File: config.mk
export PLATFORM = sky130hd
export DESIGN_NAME = io_port_buffer_flat
export DESIGN_NICKNAME = d
export VERILOG_FILES = /design/src/rtl/io_port_buffer_if.sv /design/src/rtl/io_port_buffer.sv /design/src/flat_wrapper.sv
export SDC_FILE = /design/constraint.sdc
export NUM_CORES = 1
export LEC_CHECK = 0
export ABC_AREA = 1
export CAP_MARGIN = 30
export CORE_MARGIN = 2
export CORE_UTILIZATION = 57
export DETAILED_ROUTE_END_ITERATION = 10
export HOLD_SLACK_MARGIN = 0.12
export PLACE_DENSITY_LB_ADDON = 0.2
export SLEW_MARGIN = 30
export SYNTH_ARGS = -nofsm -noshare
export SYNTH_HDL_FRONTEND = slang
export SYNTH_SLANG_ARGS = --single-unit
File: constraint.sdc
create_clock -name clock -period 6 [get_ports clock]
set_clock_uncertainty 0.2 [all_clocks]
set_input_delay 1.8 -clock clock [delete_from_list [all_inputs] [get_ports clock]]
set_output_delay 1.8 -clock clock [all_outputs]
set_load 0.01 [all_outputs]
File: src/rtl/io_port_buffer_if.sv
// Bus bundle for io_port_buffer: device input stream, CPU pop/write side, output handshake, sticky status.
// Adds a loopback control when IO_LOOPBACK_EN is defined.
interface io_port_buffer_if #(
  parameter int unsigned DATA_WIDTH = 32,
  parameter int unsigned CNT_WIDTH  = 3
);
`ifdef IO_LOOPBACK_EN
  logic                  loopback;
`endif
  logic [DATA_WIDTH-1:0] dev_in_data;
  logic                  dev_in_valid;
  logic                  dev_in_ready;
  logic                  in_read;
  logic [DATA_WIDTH-1:0] in_data_out;
  logic                  in_empty;
  logic                  in_full;
  logic [CNT_WIDTH-1:0]  in_count;
  logic                  out_write;
  logic [DATA_WIDTH-1:0] out_data_in;
  logic [DATA_WIDTH-1:0] OutPort_data_out;
  logic                  out_valid;
  logic                  dev_out_ack;
  logic                  clear_flags;
  logic                  overrun;
  logic                  underflow;

  // Buffer side
  modport slave (
`ifdef IO_LOOPBACK_EN
    input  loopback,
`endif
    input  dev_in_data, dev_in_valid, in_read, out_write, out_data_in,
           dev_out_ack, clear_flags,
    output dev_in_ready, in_data_out, in_empty, in_full, in_count,
           OutPort_data_out, out_valid, overrun, underflow
  );

  // Device/CPU side
  modport master (
`ifdef IO_LOOPBACK_EN
    output loopback,
`endif
    output dev_in_data, dev_in_valid, in_read, out_write, out_data_in,
           dev_out_ack, clear_flags,
    input  dev_in_ready, in_data_out, in_empty, in_full, in_count,
           OutPort_data_out, out_valid, overrun, underflow
  );
endinterface

File: src/rtl/io_port_buffer.sv
// Input FIFO plus held output word with valid/ack handshake and sticky overrun/underflow status.
// Optional IO_LOOPBACK_EN routes CPU output writes into the input FIFO while loopback=1.
module io_port_buffer #(
  parameter int unsigned DATA_WIDTH = 32,
  parameter int unsigned IN_DEPTH   = 4,
  parameter int unsigned CNT_WIDTH  = 3
) (
  input logic             clock,
  input logic             reset,
  io_port_buffer_if.slave bus
);

  localparam int unsigned PTR_WIDTH = CNT_WIDTH - 1;

  typedef enum logic {
    IDLE = 1'b0,
    HELD = 1'b1
  } out_state_t;

  logic [DATA_WIDTH-1:0] mem [IN_DEPTH];
  logic [PTR_WIDTH-1:0]  wr_ptr_q;
  logic [PTR_WIDTH-1:0]  rd_ptr_q;
  logic [CNT_WIDTH-1:0]  count_q;
  logic [DATA_WIDTH-1:0] in_data_q;
  logic [DATA_WIDTH-1:0] out_data_q;
  out_state_t            state_q;
  out_state_t            state_d;
  logic                  overrun_q;
  logic                  underflow_q;

  logic                  full_c;
  logic                  empty_c;
  logic                  dev_ready_c;
  logic                  push_c;
  logic                  pop_c;
  logic [DATA_WIDTH-1:0] push_data_c;
  logic                  load_out_c;
  logic                  overrun_set_c;
  logic                  underflow_set_c;

  // FIFO control, output-port next state and flag set events
  always_comb begin
    full_c          = (count_q == CNT_WIDTH'(IN_DEPTH));
    empty_c         = (count_q == '0);
    dev_ready_c     = !full_c;
    push_c          = bus.dev_in_valid && !full_c;
    push_data_c     = bus.dev_in_data;
    pop_c           = bus.in_read && !empty_c;
    underflow_set_c = bus.in_read && empty_c;
    state_d         = state_q;
    load_out_c      = 1'b0;
    overrun_set_c   = 1'b0;

    case (state_q)
      IDLE: begin
        if (bus.out_write) begin
          load_out_c = 1'b1;
          state_d    = HELD;
        end
      end
      HELD: begin
        if (bus.out_write) begin
          load_out_c    = 1'b1;
          overrun_set_c = !bus.dev_out_ack;
        end else if (bus.dev_out_ack) begin
          state_d = IDLE;
        end
      end
    endcase

`ifdef IO_LOOPBACK_EN
    // Loopback: CPU writes feed the FIFO, device input blocked, output port frozen
    if (bus.loopback) begin
      dev_ready_c   = 1'b0;
      push_c        = bus.out_write && !full_c;
      push_data_c   = bus.out_data_in;
      state_d       = state_q;
      load_out_c    = 1'b0;
      overrun_set_c = bus.out_write && full_c;
    end
`endif
  end

  // FIFO storage carries no reset; contents behind the pointers are don't-care
  always_ff @(posedge clock) begin
    if (push_c) begin
      mem[wr_ptr_q] <= push_data_c;
    end
  end

  always_ff @(posedge clock) begin
    if (reset) begin
      wr_ptr_q  <= '0;
      rd_ptr_q  <= '0;
      count_q   <= '0;
      in_data_q <= '0;
    end else begin
      if (push_c) begin
        wr_ptr_q <= wr_ptr_q + PTR_WIDTH'(1);
      end
      if (pop_c) begin
        rd_ptr_q  <= rd_ptr_q + PTR_WIDTH'(1);
        in_data_q <= mem[rd_ptr_q];
      end
      count_q <= count_q + CNT_WIDTH'(push_c) - CNT_WIDTH'(pop_c);
    end
  end

  always_ff @(posedge clock) begin
    if (reset) begin
      state_q <= IDLE;
    end else begin
      state_q <= state_d;
    end
  end

  always_ff @(posedge clock) begin
    if (reset) begin
      out_data_q <= '0;
    end else if (load_out_c) begin
      out_data_q <= bus.out_data_in;
    end
  end

  // Set events take priority over a coincident clear
  always_ff @(posedge clock) begin
    if (reset) begin
      overrun_q   <= 1'b0;
      underflow_q <= 1'b0;
    end else begin
      overrun_q   <= overrun_set_c   || (overrun_q   && !bus.clear_flags);
      underflow_q <= underflow_set_c || (underflow_q && !bus.clear_flags);
    end
  end

  assign bus.dev_in_ready     = dev_ready_c;
  assign bus.in_data_out      = in_data_q;
  assign bus.in_empty         = empty_c;
  assign bus.in_full          = full_c;
  assign bus.in_count         = count_q;
  assign bus.OutPort_data_out = out_data_q;
  assign bus.out_valid        = (state_q == HELD);
  assign bus.overrun          = overrun_q;
  assign bus.underflow        = underflow_q;

endmodule
File: src/flat_wrapper.sv
// flat-port wrapper written by rule: the top's interface ports become plain ports
module io_port_buffer_flat 
#(
  parameter int unsigned DATA_WIDTH = 32,
  parameter int unsigned IN_DEPTH   = 4,
  parameter int unsigned CNT_WIDTH  = 3
)
  (clock, reset, bus_dev_in_data, bus_dev_in_valid, bus_in_read, bus_out_write, bus_out_data_in, bus_dev_out_ack, bus_clear_flags, bus_dev_in_ready, bus_in_data_out, bus_in_empty, bus_in_full, bus_in_count, bus_OutPort_data_out, bus_out_valid, bus_overrun, bus_underflow);
  io_port_buffer_if #(.DATA_WIDTH(DATA_WIDTH), .CNT_WIDTH(CNT_WIDTH)) bus_i ();
  input logic clock;
  input logic reset;
  input wire logic [$bits(bus_i.dev_in_data)-1:0] bus_dev_in_data;
  input wire logic [$bits(bus_i.dev_in_valid)-1:0] bus_dev_in_valid;
  input wire logic [$bits(bus_i.in_read)-1:0] bus_in_read;
  input wire logic [$bits(bus_i.out_write)-1:0] bus_out_write;
  input wire logic [$bits(bus_i.out_data_in)-1:0] bus_out_data_in;
  input wire logic [$bits(bus_i.dev_out_ack)-1:0] bus_dev_out_ack;
  input wire logic [$bits(bus_i.clear_flags)-1:0] bus_clear_flags;
  output wire logic [$bits(bus_i.dev_in_ready)-1:0] bus_dev_in_ready;
  output wire logic [$bits(bus_i.in_data_out)-1:0] bus_in_data_out;
  output wire logic [$bits(bus_i.in_empty)-1:0] bus_in_empty;
  output wire logic [$bits(bus_i.in_full)-1:0] bus_in_full;
  output wire logic [$bits(bus_i.in_count)-1:0] bus_in_count;
  output wire logic [$bits(bus_i.OutPort_data_out)-1:0] bus_OutPort_data_out;
  output wire logic [$bits(bus_i.out_valid)-1:0] bus_out_valid;
  output wire logic [$bits(bus_i.overrun)-1:0] bus_overrun;
  output wire logic [$bits(bus_i.underflow)-1:0] bus_underflow;
  assign bus_i.dev_in_data = bus_dev_in_data;
  assign bus_i.dev_in_valid = bus_dev_in_valid;
  assign bus_i.in_read = bus_in_read;
  assign bus_i.out_write = bus_out_write;
  assign bus_i.out_data_in = bus_out_data_in;
  assign bus_i.dev_out_ack = bus_dev_out_ack;
  assign bus_i.clear_flags = bus_clear_flags;
  assign bus_dev_in_ready = bus_i.dev_in_ready;
  assign bus_in_data_out = bus_i.in_data_out;
  assign bus_in_empty = bus_i.in_empty;
  assign bus_in_full = bus_i.in_full;
  assign bus_in_count = bus_i.in_count;
  assign bus_OutPort_data_out = bus_i.OutPort_data_out;
  assign bus_out_valid = bus_i.out_valid;
  assign bus_overrun = bus_i.overrun;
  assign bus_underflow = bus_i.underflow;
  io_port_buffer #(.DATA_WIDTH(DATA_WIDTH), .IN_DEPTH(IN_DEPTH), .CNT_WIDTH(CNT_WIDTH)) u_core (.clock(clock), .reset(reset), .bus(bus_i));
endmodule
==> results.json, run 1 <==
{
  "outcome": "finished clean",
  "period_needed_ns": 3.72,
  "die_w_um": 125,
  "die_h_um": 125,
  "powerDensity_nw_per_um2": 386,
  "cts_made_buffers": 21,
  "h-tree-depth": 1,
  "yosysWarnings": 0,
  "combPwrFrac": 0.267,
  "p_int_mw": 2.86,
  "fmax_mhz": 269,
  "ctsHoldBuffers": 0,
  "power.leakage_nw": 4.71,
  "met2_usage": 0.380,
  "n_antenna_cell": 0,
  "clock_latency_ns": 0.49,
  "num_rows": 44,
  "cts.sinks": 202,
  "yosys_register_bits": 202,
  "path_max_fanout": 4,
  "post_cts_resized": 0,
  "ios": 144,
  "port_buffers": 143,
  "crit_chain": "nor2_2 -> nand2_1 -> inv_1 -> clkdlybuf4s50_1",
  "end_kind": "output pin",
  "tightest_slew_ns": 0.805,
  "hold_viol": 0,
  "cpPeakStageDelay_ns": 0.52,
  "cts_setup_buffers": 0,
  "global_route.usage.total": 0.215,
  "ant_nets": 0,
  "via_per_inst": 4.77,
  "grt_max_degree": 69,
  "synth.distinct_cells": 18,
  "fin_nets": 1132,
  "grt_pass1_wl_um": 27400,
  "cts_tree": "yes",
  "cap_violations": 0,
  "fill_cells": 1003,
  "arrival_ns": 1.72,
  "swShare": 0.299,
  "die-area_sq_um": 15600,
  "drtPass1Iterations": 5,
  "syn_nets": 999,
  "p_seq_frac": 0.436,
  "setup_ws_ns": 2.28,
  "ys_seq_area_frac": 0.639,
  "synth_common_cells": "nand2_1 (237), inv_1 (177), nor2_1 (140), edfxtp_1 (128), dfxtp_1 (74)",
  "critPathSlowestCell": "clkdlybuf4s50_1",
  "synth_area_leaders": "edfxtp_1 (46%), dfxtp_1 (18%), nand2_1 (11%)",
  "switchingPower_mw": 1.22,
  "slew_headroom": 0.463,
  "met3_usage": 0.0317,
  "crit_required_ns": 4.00,
  "antenna_found_initial": 0,
  "place_congestion": 0.736,
  "wirelength_um": 17000,
  "synth.most_common_cell": "nand2_1",
  "rsz0062_at_grt": "no",
  "clock-root-buffer": "clkbuf_16",
  "via_count": 5982,
  "syn_area_sq_um": 8340,
  "yosysTopAreaCell": "edfxtp_1",
  "finalSetupTns_ns": 0,
  "grt_pass1_vias": 5707,
  "cts.clk_slew.worst_paths_ns": 0.06,
  "min_path_type": "reg -> reg",
  "ir_drop_mv": 0.294,
  "drc": 0,
  "yosysTopAreaCellShare": 0.461,
  "top_usage_layer": "met2",
  "min_period_over_period": 0.620,
  "setup_violations": 0,
  "syn_inst": 921,
  "crit_type": "reg -> out",
  "report.final.slew_viol_count": 0,
  "dp_slack_ns": 1.99,
  "synth.avg_cell_area_sq_um": 9.05,
  "drt-initial-drc-count": 414,
  "synth_edf_count": 128,
  "wire_per_inst_um": 13.5,
  "initial_utilization": 0.578,
  "clockBufferDepth": 3,
  "power.share.clock": 0.297,
  "start_kind": "flip-flop",
  "post_route_cells_drive_above_1_share": 0.0486,
  "dp_hpwl_um": 9840,
  "use_met1": 0.277,
  "synth_ff_type": "edfxtp_1",
  "synth-async-reset-ratio": 0,
  "syn_to_final_growth_pct": 26.7,
  "core-area_sq_um": 14400,
  "grt-ovfl-total": 0
}
-- cell families after synthesis --
group | count (synthesis) | share of synthesized area
and+or+nand+nor | 446 | 0.212
buffers and inverters | 225 | 0.114
DFF | 202 | 0.639
AOI/OAI and AO/OA | 41 | 0.0246
adders and majority gates | 7 | 0.0114
-- flip-flops by register name, summed over array words and instances, names as in the netlist --
signal                       cells
u_core.bus.OutPort_data_out     32
u_core.bus.in_count              3
u_core.bus.in_data_out          32
u_core.bus.out_valid             1
u_core.bus.overrun               1
u_core.bus.underflow             1
u_core.mem                     128
u_core.rd_ptr_q                  2
u_core.wr_ptr_q                  2
-- power by group through the flow --
stage / Sequential [mW] / Combinational [mW] / Clock [mW]
floorplan: 1.84 / 0.642 / 0
global placement: 1.80 / 1.04 / 0
detailed placement: 1.81 / 1.06 / 0
CTS: 1.78 / 1.07 / 1.24
global route: 1.80 / 1.22 / 1.29
finish: 1.78 / 1.09 / 1.21
-- final timing paths --
check / start / endpoint / slack [ns] / depth (start not counted)
max: u_core.bus.in_count[1]$_SDFF_PP0_ / bus_in_full / 2.28 / 4
min: u_core.bus.overrun$_SDFF_PP0_ / u_core.bus.overrun$_SDFF_PP0_ / 0.27 / 2
max reg2reg: u_core.bus.in_count[1]$_SDFF_PP0_ / u_core.bus.in_count[2]$_SDFF_PP0_ / 3.71 / 9
min reg2reg: u_core.bus.overrun$_SDFF_PP0_ / u_core.bus.overrun$_SDFF_PP0_ / 0.27 / 2
-- cell type report --
cell class | count | area (sq um) | share of cell area
clock buffers | 27 | 568 | 0.0538
inverters | 184 | 693 | 0.0656
well taps | 184 | 230 | 0.0218
repair buffers | 151 | 1570 | 0.149
clock inverters | 11 | 78.8 | 0.00746
flip-flops and latches | 202 | 5330 | 0.504
multi-input cells | 494 | 2090 | 0.198
-- layer usage --
layer / part of all wire / vias to the layer above
met5: 0 / -
met4: 0.020 / 0
met3: 0.048 / 29
met2: 0.51 / 151
met1: 0.42 / 2729
li1: - / 3073
-- stage by stage --
step           cells  power (mW)  cell area [sq um]  hold WS, ns   util
2_1_floorplan    921        2.48               8340        0.281      -
3_3_place_gp    1211        2.84               9800        0.259  0.680
3_5_place_dp    1211        2.87               9810        0.267  0.680
4_1_cts         1249        4.09              10500        0.274  0.725
5_1_grt         1253        4.32              10600        0.285  0.732
6_report        1253        4.08              10600        0.271  0.732
-- layout by cell type (no fill, tap or decap) --
master / instances
inv_4: 1
clkbuf_16: 21
fa_1: 1
nand2_2: 2
clkinv_1: 6
nor2_4: 4
clkinv_2: 2
a21oi_1: 5
nor2_2: 1
clkdlybuf4s50_1: 143
buf_4: 4
dfxtp_2: 2
inv_1: 177
nand3_1: 66
edfxtp_1: 128
nor2_1: 136
clkinvlp_4: 1
bufinv_16: 1
clkbuf_1: 4
buf_16: 4
inv_6: 1
ha_1: 6
o21ai_1: 14
inv_2: 6
dfxtp_1: 72
nand2_1: 237
o21ai_0: 22
clkbuf_8: 2
-- worst max-delay path: cells and delay by family (launching register included) --
family | cells | cell delay, ns
simple gates | 2 | 0.31
buf+inv | 2 | 0.59
flops | 1 | 0.35
(Power assumes the default switching activity.)
==> inputs of run 2 (changes only) <==
CORE_UTILIZATION = 48   (was 57)
clock period = 3.02 ns   (was 6 ns; I/O delays follow)
==> run 2 against run 1 <==
Global-route usage shrank 2.4 points. Design area grew 1.4%. Highest routed layer unchanged. Register-to-register slack lost 2.8 ns. Largest cell class unchanged.
==> results.json, run 2 (synthesis results as in run 1) <==
{
  "via_per_inst": 4.53,
  "ir_drop_mv": 0.493,
  "end_kind": "output pin",
  "fin_nets": 1144,
  "dp_slack_ns": 0.156,
  "path_delay_family": "buffers and inverters",
  "num_rows": 48,
  "critPathBufInv": 2,
  "drtPass1Iterations": 6,
  "largest_reg_flops": 128,
  "layout_common_cells": "nand2_1 (237), inv_1 (177), clkdlybuf4s50_1 (143)",
  "top_register": "u_core.mem",
  "critPathSlowestCell": "clkdlybuf4s50_1",
  "h-tree-depth": 1,
  "die_h_um": 136,
  "wire_per_inst_um": 13.4,
  "post_route_cells_drive_above_1_share": 0.0628,
  "start_kind": "flip-flop",
  "finish.utilization": 0.626,
  "report.final.slew_viol_count": 0,
  "dp_hpwl_um": 10500,
  "min_period_over_period": 0.922,
  "min_path_type": "reg -> reg",
  "finalInstanceArea_sq_um": 10700,
  "cap_violations": 0,
  "r2r_end": "u_core.bus.in_count[2]$_SDFF_PP0_",
  "die_w_um": 136,
  "reg2regPathDepth": 11,
  "rsz0062_at_grt": "no",
  "outcome": "finished clean",
  "dp.cells": 1267,
  "clock-root-buffer": "clkbuf_16",
  "fill_cells": 1457,
  "cp-endpoint": "bus_in_empty",
  "drt-initial-drc-count": 343,
  "post_cts_resized": 0,
  "ant_nets": 0,
  "setup_ws_ns": 0.236,
  "crit_type": "reg -> out",
  "arrival_ns": 1.68,
  "clock_latency_ns": 0.49,
  "grt_pass1_vias": 5639,
  "cts_tree": "yes",
  "cp.depth": 4,
  "global_route.usage.total": 0.190,
  "core-area_sq_um": 17100,
  "reg2reg_from": "u_core.bus.in_count[1]$_SDFF_PP0_",
  "cts.clk_slew.worst_paths_ns": 0.06,
  "setup_violations": 0,
  "slew_headroom": 0.504,
  "initial_utilization": 0.487,
  "wirelength_um": 17500,
  "powerDensity_nw_per_um2": 770,
  "grt_max_degree": 67,
  "crit_chain": "nor2_2 -> nand2_2 -> inv_2 -> clkdlybuf4s50_1",
  "die-area_sq_um": 18400,
  "hold_ws_ns": 0.271,
  "cts_setup_buffers": 0,
  "ctsHoldBuffers": 0,
  "placed_area_sq_um": 10000,
  "crit_required_ns": 1.91,
  "fmax_mhz": 359,
  "startpoint": "u_core.bus.in_count[1]$_SDFF_PP0_",
  "fin_total_pwr_mw": 8.24,
  "power.leakage_nw": 4.79,
  "cts.sinks": 202,
  "syn_to_final_growth_pct": 28.4,
  "port_buffers": 143,
  "place_congestion": 0.751,
  "tightest_slew_ns": 0.744,
  "drc": 0,
  "grt_pass1_wl_um": 27800,
  "n_antenna_cell": 0,
  "grt-ovfl-total": 0,
  "hold_viol": 0,
  "ios": 144,
  "path_max_fanout": 4,
  "final_common_cell": "nand2_1",
  "finalSetupTns_ns": 0,
  "final_cells": 1307,
  "cpPeakStageDelay_ns": 0.54,
  "clockBufferDepth": 3,
  "cts_made_buffers": 22,
  "antenna_found_initial": 0,
  "via_count": 5921,
  "period_needed_ns": 2.78,
  "r2r_slack_ns": 0.95
}
-- run 2: cell count changes in the layout (fill, tap and decap cells not counted), moves of 2 or more --
| cell | before | now |
|---|---|---|
| buf_4 | 4 | 15 |
| clkinv_2 | 2 | 7 |
| buf_12 | 0 | 4 |
| buf_16 | 4 | 0 |
| clkinv_1 | 6 | 3 |
| clkbuf_16 | 21 | 23 |
-- run 2: worst min-delay path: cells and delay by family (launching register included) --
family             cells  cell delay [ns]
DFF                    1             0.31
and+or+nand+nor        1             0.06
AOI/OAI and AO/OA      1             0.05
-- run 2: layout make-up --
type / count / area [sq um] / share of cell area
clock buffer: 28 / 604 / 0.0564
timing repair buffer: 162 / 1620 / 0.152
multi-input combinational: 494 / 2090 / 0.196
tap: 225 / 282 / 0.0263
clock inverter: 12 / 85.1 / 0.00795
sequential: 202 / 5330 / 0.498
inverter: 184 / 691 / 0.0645
-- run 2: worst min-delay path by stage --
stage                     slack (ns)                            start                              end  cells past startpoint
after floorplan                 0.28    u_core.bus.overrun$_SDFF_PP0_    u_core.bus.overrun$_SDFF_PP0_                      2
final                           0.27    u_core.bus.overrun$_SDFF_PP0_    u_core.bus.overrun$_SDFF_PP0_                      2
after detailed placement        0.26    u_core.bus.overrun$_SDFF_PP0_    u_core.bus.overrun$_SDFF_PP0_                      2
after global placement          0.26    u_core.bus.overrun$_SDFF_PP0_    u_core.bus.overrun$_SDFF_PP0_                      2
after CTS                       0.27    u_core.bus.overrun$_SDFF_PP0_    u_core.bus.overrun$_SDFF_PP0_                      2
after global routing            0.31  u_core.bus.underflow$_SDFF_PP0_  u_core.bus.underflow$_SDFF_PP0_                      2
-- run 2: layer usage --
layer | wire length [um] | global-route usage
met5 | 0 | 0
met4 | 193 | 0.0515
met3 | 658 | 0.0291
met2 | 9120 | 0.340
met1 | 7510 | 0.242
-- run 2: power by group --
| part | switching [mW] | internal (mW) |
|---|---|---|
| clock | 1.04 | 1.50 |
| sequential | 0.152 | 3.36 |
| combinational | 1.28 | 0.918 |
==> inputs of run 3 (changes only) <==
CTS_CLUSTER_DIAMETER = 200   (was unset)
==> results of run 3 <==
The final DEF is identical to that of run 2; final timing and power are the same.
